[config.mk]
export PLATFORM = sky130hd
export DESIGN_NAME = serial_mag_compare
export DESIGN_NICKNAME = d
export VERILOG_FILES = /design/src/rtl/compare_pkg.sv /design/src/rtl/serial_mag_compare.sv
export SDC_FILE = /design/constraint.sdc
export NUM_CORES = 1
export LEC_CHECK = 0
export CAP_MARGIN = 20
export CORE_MARGIN = 1.5
export CORE_UTILIZATION = 40
export DETAILED_ROUTE_END_ITERATION = 8
export PLACE_DENSITY = 0.79
export SYNTH_ARGS = -nofsm -noshare
export SYNTH_HDL_FRONTEND = slang
export SYNTH_SLANG_ARGS = --single-unit
[constraint.sdc]
create_clock -name clk -period 1.5 [get_ports clk]
set_input_delay 0.225 -clock clk [delete_from_list [all_inputs] [get_ports clk]]
set_output_delay 0.225 -clock clk [all_outputs]
set_load 0.01 [all_outputs]
[src/rtl/compare_pkg.sv]
// Shared definitions for the serial magnitude comparator: FSM state encoding,
// result codes ({gt,eq,lt}) and the one-hot verdict check.
package compare_pkg;

  typedef enum logic [1:0] {
    S_IDLE = 2'd0,
    S_RUN  = 2'd1,
    S_DONE = 2'd2
  } state_e;

  localparam logic [2:0] RES_GT   = 3'b100;
  localparam logic [2:0] RES_EQ   = 3'b010;
  localparam logic [2:0] RES_LT   = 3'b001;
  localparam logic [2:0] RES_NONE = 3'b000;

  function automatic logic is_onehot3(input logic [2:0] v);
    return (v == RES_GT) || (v == RES_EQ) || (v == RES_LT);
  endfunction

endpackage

[src/rtl/serial_mag_compare.sv]
// Accumulates MSB-first per-bit verdicts from the compare cell into a
// WIDTH-bit magnitude result, with a one-cycle done pulse and sticky error.
//
// state  | meaning
// IDLE   | waiting for start; last result, err and bit_cnt held
// RUN    | accepting bit verdicts; busy=1
// DONE   | WIDTH bits accepted; done=1 for exactly one cycle
module serial_mag_compare
  import compare_pkg::*;
#(
  parameter  int WIDTH = 8,
  localparam int CW    = $clog2(WIDTH + 1)
) (
  input  logic          clk,
  input  logic          rst,
  input  logic          start,
  input  logic          bit_valid,
  input  logic          f_gt,
  input  logic          f_eq,
  input  logic          f_lt,
  output logic          busy,
  output logic          done,
  output logic          res_gt,
  output logic          res_eq,
  output logic          res_lt,
  output logic          err,
  output logic [CW-1:0] bit_cnt
);

  localparam logic [CW-1:0] LAST_IDX = CW'(WIDTH - 1);

  state_e        state_q, state_d;
  logic [CW-1:0] cnt_q, cnt_d;
  logic [2:0]    res_q, res_d;
  logic          err_q, err_d;
  logic          busy_q, done_q;
  logic [2:0]    verdict;

  assign verdict = {f_gt, f_eq, f_lt};

  always_comb begin
    state_d = state_q;
    cnt_d   = cnt_q;
    res_d   = res_q;
    err_d   = err_q;
    unique case (state_q)
      S_IDLE: begin
        if (start) begin
          state_d = S_RUN;
          cnt_d   = '0;
          res_d   = RES_EQ;
          err_d   = 1'b0;
        end
      end
      S_RUN: begin
        // a start in RUN wins over a coincident bit_valid: the bit is dropped
        if (start) begin
          cnt_d = '0;
          res_d = RES_EQ;
          err_d = 1'b0;
        end else if (bit_valid) begin
          cnt_d = cnt_q + CW'(1);
          if (!is_onehot3(verdict)) begin
            err_d = 1'b1;
          end else if (res_q == RES_EQ) begin
            res_d = verdict;
          end
          if (cnt_q == LAST_IDX) begin
            state_d = S_DONE;
          end
        end
      end
      S_DONE: begin
        state_d = S_IDLE;
        if (start) begin
          state_d = S_RUN;
          cnt_d   = '0;
          res_d   = RES_EQ;
          err_d   = 1'b0;
        end
      end
      default: state_d = S_IDLE;
    endcase
  end

  always_ff @(posedge clk) begin
    if (rst) begin
      state_q <= S_IDLE;
      cnt_q   <= '0;
      res_q   <= RES_NONE;
      err_q   <= 1'b0;
      busy_q  <= 1'b0;
      done_q  <= 1'b0;
    end else begin
      state_q <= state_d;
      cnt_q   <= cnt_d;
      res_q   <= res_d;
      err_q   <= err_d;
      busy_q  <= (state_d == S_RUN);
      done_q  <= (state_d == S_DONE);
    end
  end

  assign busy    = busy_q;
  assign done    = done_q;
  assign res_gt  = res_q[2];
  assign res_eq  = res_q[1];
  assign res_lt  = res_q[0];
  assign err     = err_q;
  assign bit_cnt = cnt_q;

endmodule

==> results.cfg <==
[pwr]
clock_power_share_pct = 36.3
power_density_nw_per_um2 = 862.3
share_seq_of_total_power_pct = 46.0
power.internal_mw = 0.5529
total_power_mw = 0.7315
combinationalPowerShare_pct = 17.7
switching_power_mw = 0.1786
leakagePower_nw = 0.3513
p_sw_share_pct = 24.41
peakVddDrop_mv = 0.6016

[clock_network]
tritoncts = yes
cts_htree_levels = 1
clk_latency_ns = 0.29
cts_root_buffer = sky130_fd_sc_hd__clkbuf_4
path_clk_slew_ns = 0.08
cts_sinks = 12
cts_inserted_buffers = 3
cts-root-to-sink-buffers = 2

[placed_design]
area_post_placement_um2 = 795.8
dpl_worst_slack_ns = -0.2354
numPlacedInstances = 97
globalplace.congestion = 0.7561
detailed_place_hpwl_um = 868.7
portBuffers = 16

[cells_and_area]
filler_cell_count = 110
regArea_um2 = 240.2
final_design_area_no_fill_um2 = 848.3
post_layout_nonfiller_instances = 101
antenna_cells = 0
num-nets-final = 95
layout_cells_sized_above_1_pct = 18.60
area_used_by_multi_input_combinational_logic_um2 = 330.3
flow.area_growth_from_synthesis_pct = 49.01

[route]
routed-via-count = 530
dr.first_iter.drc_count = 14
vias_per_instance = 5.248
drt_drc_violations_left = 0
overall_routed_net_length_um = 1175
route.detailed.wl_per_inst_um = 11.63
detailed_routing_iterations_pass_1 = 3
antenna_violating_nets_post_route = 0

[sta]
setup_clock_skew_after_layout_ns = 0.008917
fmaxAchievable_ghz = 0.6856
whs_ns = 0.5032
tightest_slew_ns = 0.3443
final.period_utilization_pct = 97.23
timing.final.hold_violations = 0
worst_slew_margin_pct = 76.95
setup_viol = 0
finalWorstPathRequiredPeriod_ns = 1.459
grt_setup_unrepaired = no
slew_violations = 0
layout_setup_ws_ns = 0.04149

[logic_synthesis]
synthDominantCellAreaShare_pct = 42.20
biggest_area_consumer_among_synthesized_cells = sky130_fd_sc_hd__dfxtp_1
synth_area_leaders = sky130_fd_sc_hd__dfxtp_1, sky130_fd_sc_hd__a21oi_1, sky130_fd_sc_hd__mux2i_1
mappedNetlistArea_um2 = 569.3
synth_cells = 61
synth_top_cells_by_count = sky130_fd_sc_hd__dfxtp_1, sky130_fd_sc_hd__nor2_1, sky130_fd_sc_hd__a21oi_1, sky130_fd_sc_hd__nand2_1, sky130_fd_sc_hd__and3_1
synth_seq_area_share_pct = 42.20
synth_cell_type_count = 28
syn_nets = 69
synth-edff-count = 0
dominantRegCellSynth = sky130_fd_sc_hd__dfxtp_1
synth.avg_cell_area_um2 = 9.333
postSynth.asyncResetShare_pct = 0
yosys_warnings = 0
yosys_register_bits = 12
synthMostInstantiatedCell = sky130_fd_sc_hd__dfxtp_1

[worst_setup_path]
crit_chain = clkdlybuf4s50_1
crit_start_category = flip-flop
path_buf_inv = 1
cp_slowest_stage_delay_ns = 0.56
minimum_setup_slack_among_reg_to_reg_paths_ns = 0.11
critPathSlowestCell = sky130_fd_sc_hd__clkdlybuf4s50_1
cp_max_fo = 4
critPathKind = reg2out
worstSetupEndpointType = output pin
worst-endpoint-arrival_ns = 1.23
cp_top_family = buffers and inverters
critical_path_required_ns = 1.27

[grt]
grt_start_max_net_pins = 10
grt_pass1_vias = 485
overflow = 0
grtUsageTotal_pct = 20.07
initial_antenna_violation_count = 0
first_pass_grt_wire_length_um = 2076

[run_status]
result_of_the_run = finished, final reports clean

[floorplan]
chipHeight_um = 40.73
initial_utilization_pct = 43.21
io_pins = 17
floorplan.rows = 13
core_um2 = 1318
design.die.area_um2 = 1659
horizontal_extent_of_the_die_um = 40.73

[min_path]
worstHoldPathType = reg2reg

[flow_run]
drv.max_cap_violation_count = 0
==> kinds of logic (layout without fill, tap and decap cells) <==
| family | Yosys count | count (layout) | synth area share, % |
|---|---|---|---|
| adder cells (fa/ha/maj) | 1 | 1 | 2.197 |
| flip-flops | 12 | 12 | 42.20 |
| AND/OR/NAND/NOR | 26 | 26 | 27.25 |
| buffers and inverters | 3 | 28 | 2.196 |
| AO/OA/AOI/OAI | 13 | 13 | 16.48 |
| XOR/XNOR | 4 | 4 | 6.155 |
| multiplexers | 2 | 2 | 3.517 |
==> placed cells by master, fill, tap and decap left out, drive strengths merged <==
cell	count
a221oi	1
a21o	2
nor2	5
dfxtp	12
clkbuf	4
nand2	4
buf	8
clkdlybuf4s50	15
o211ai	1
nor3b	3
nand4b	2
or2b	1
xor2	2
xnor2	2
mux2i	2
o21ai	2
nand3	2
nor3	2
a311oi	1
o21ba	1
a21oi	4
ha	1
nand2b	2
and3	3
or3b	2
dlymetal6s2s	1
a21boi	1
==> final timing paths <==
| path | cells after the start | endpoint | from |
|---|---|---|---|
| min reg2reg | 2 | bit_cnt[1]$_SDFFE_PP0P_ | bit_cnt[1]$_SDFFE_PP0P_ |
| min | 2 | bit_cnt[1]$_SDFFE_PP0P_ | bit_cnt[1]$_SDFFE_PP0P_ |
| max | 1 | bit_cnt[0] | bit_cnt[0]$_SDFFE_PP0P_ |
| max reg2reg | 4 | res_q[0]$_SDFFE_PP0P_ | res_q[2]$_SDFFE_PP0P_ |
==> metrics by stage <==
| stage | utilization [%] | setup TNS (ns) |
|---|---|---|
| detailed placement | 60.40 | -0.8166 |
| global route | 64.39 | 0 |
| global placement | 60.40 | -0.7363 |
| finish | 64.39 | 0 |
| CTS | 63.15 | 0 |
| floorplan | - | 0 |
==> power by group through the flow <==
stage | Clock, mW | Combinational (mW) | Sequential [mW]
finish | 0.265 | 0.129 | 0.337
global route | 0.286 | 0.143 | 0.338
CTS | 0.276 | 0.125 | 0.337
detailed placement | 0 | 0.124 | 0.344
global placement | 0 | 0.123 | 0.344
floorplan | 0 | 0.0561 | 0.348
==> worst min-delay path: stages, from the launching register on <==
cell,delay (ns)
sky130_fd_sc_hd__dfxtp_1,0.34
sky130_fd_sc_hd__nand2b_1,0.08
sky130_fd_sc_hd__a21oi_1,0.05
==> area by class of cell <==
cell class	count	share of cell area (%)
Multi-Input combinational cell	46	38.94
Timing Repair Buffer	24	26.25
Tap cell	15	2.212
Clock buffer	4	4.277
Sequential cell	12	28.32
==> per-layer routing <==
layer / part of all wire [%] / GRT usage, % / vias to the layer above
li1: - / - / 271
met1: 49 / 25.83 / 244
met2: 44 / 27.38 / 11
met3: 3.9 / 6.522 / 4
met4: 3.7 / 15.00 / 0
met5: 0 / 0 / -
==> repair_timing <==
item                       CTS  global route
gates resized for setup      0             3
hold endpoints to repair     0             0
setup buffers                0             0
setup endpoints to repair    0             4
hold buffers                 0             0
==> state kept, by name (all words and copies together) (netlist names) <==
| name | flops |
|---|---|
| res_q | 3 |
| done | 1 |
| busy | 1 |
| state_q | 2 |
| bit_cnt | 4 |
| err | 1 |
(Power assumes the default switching activity.)
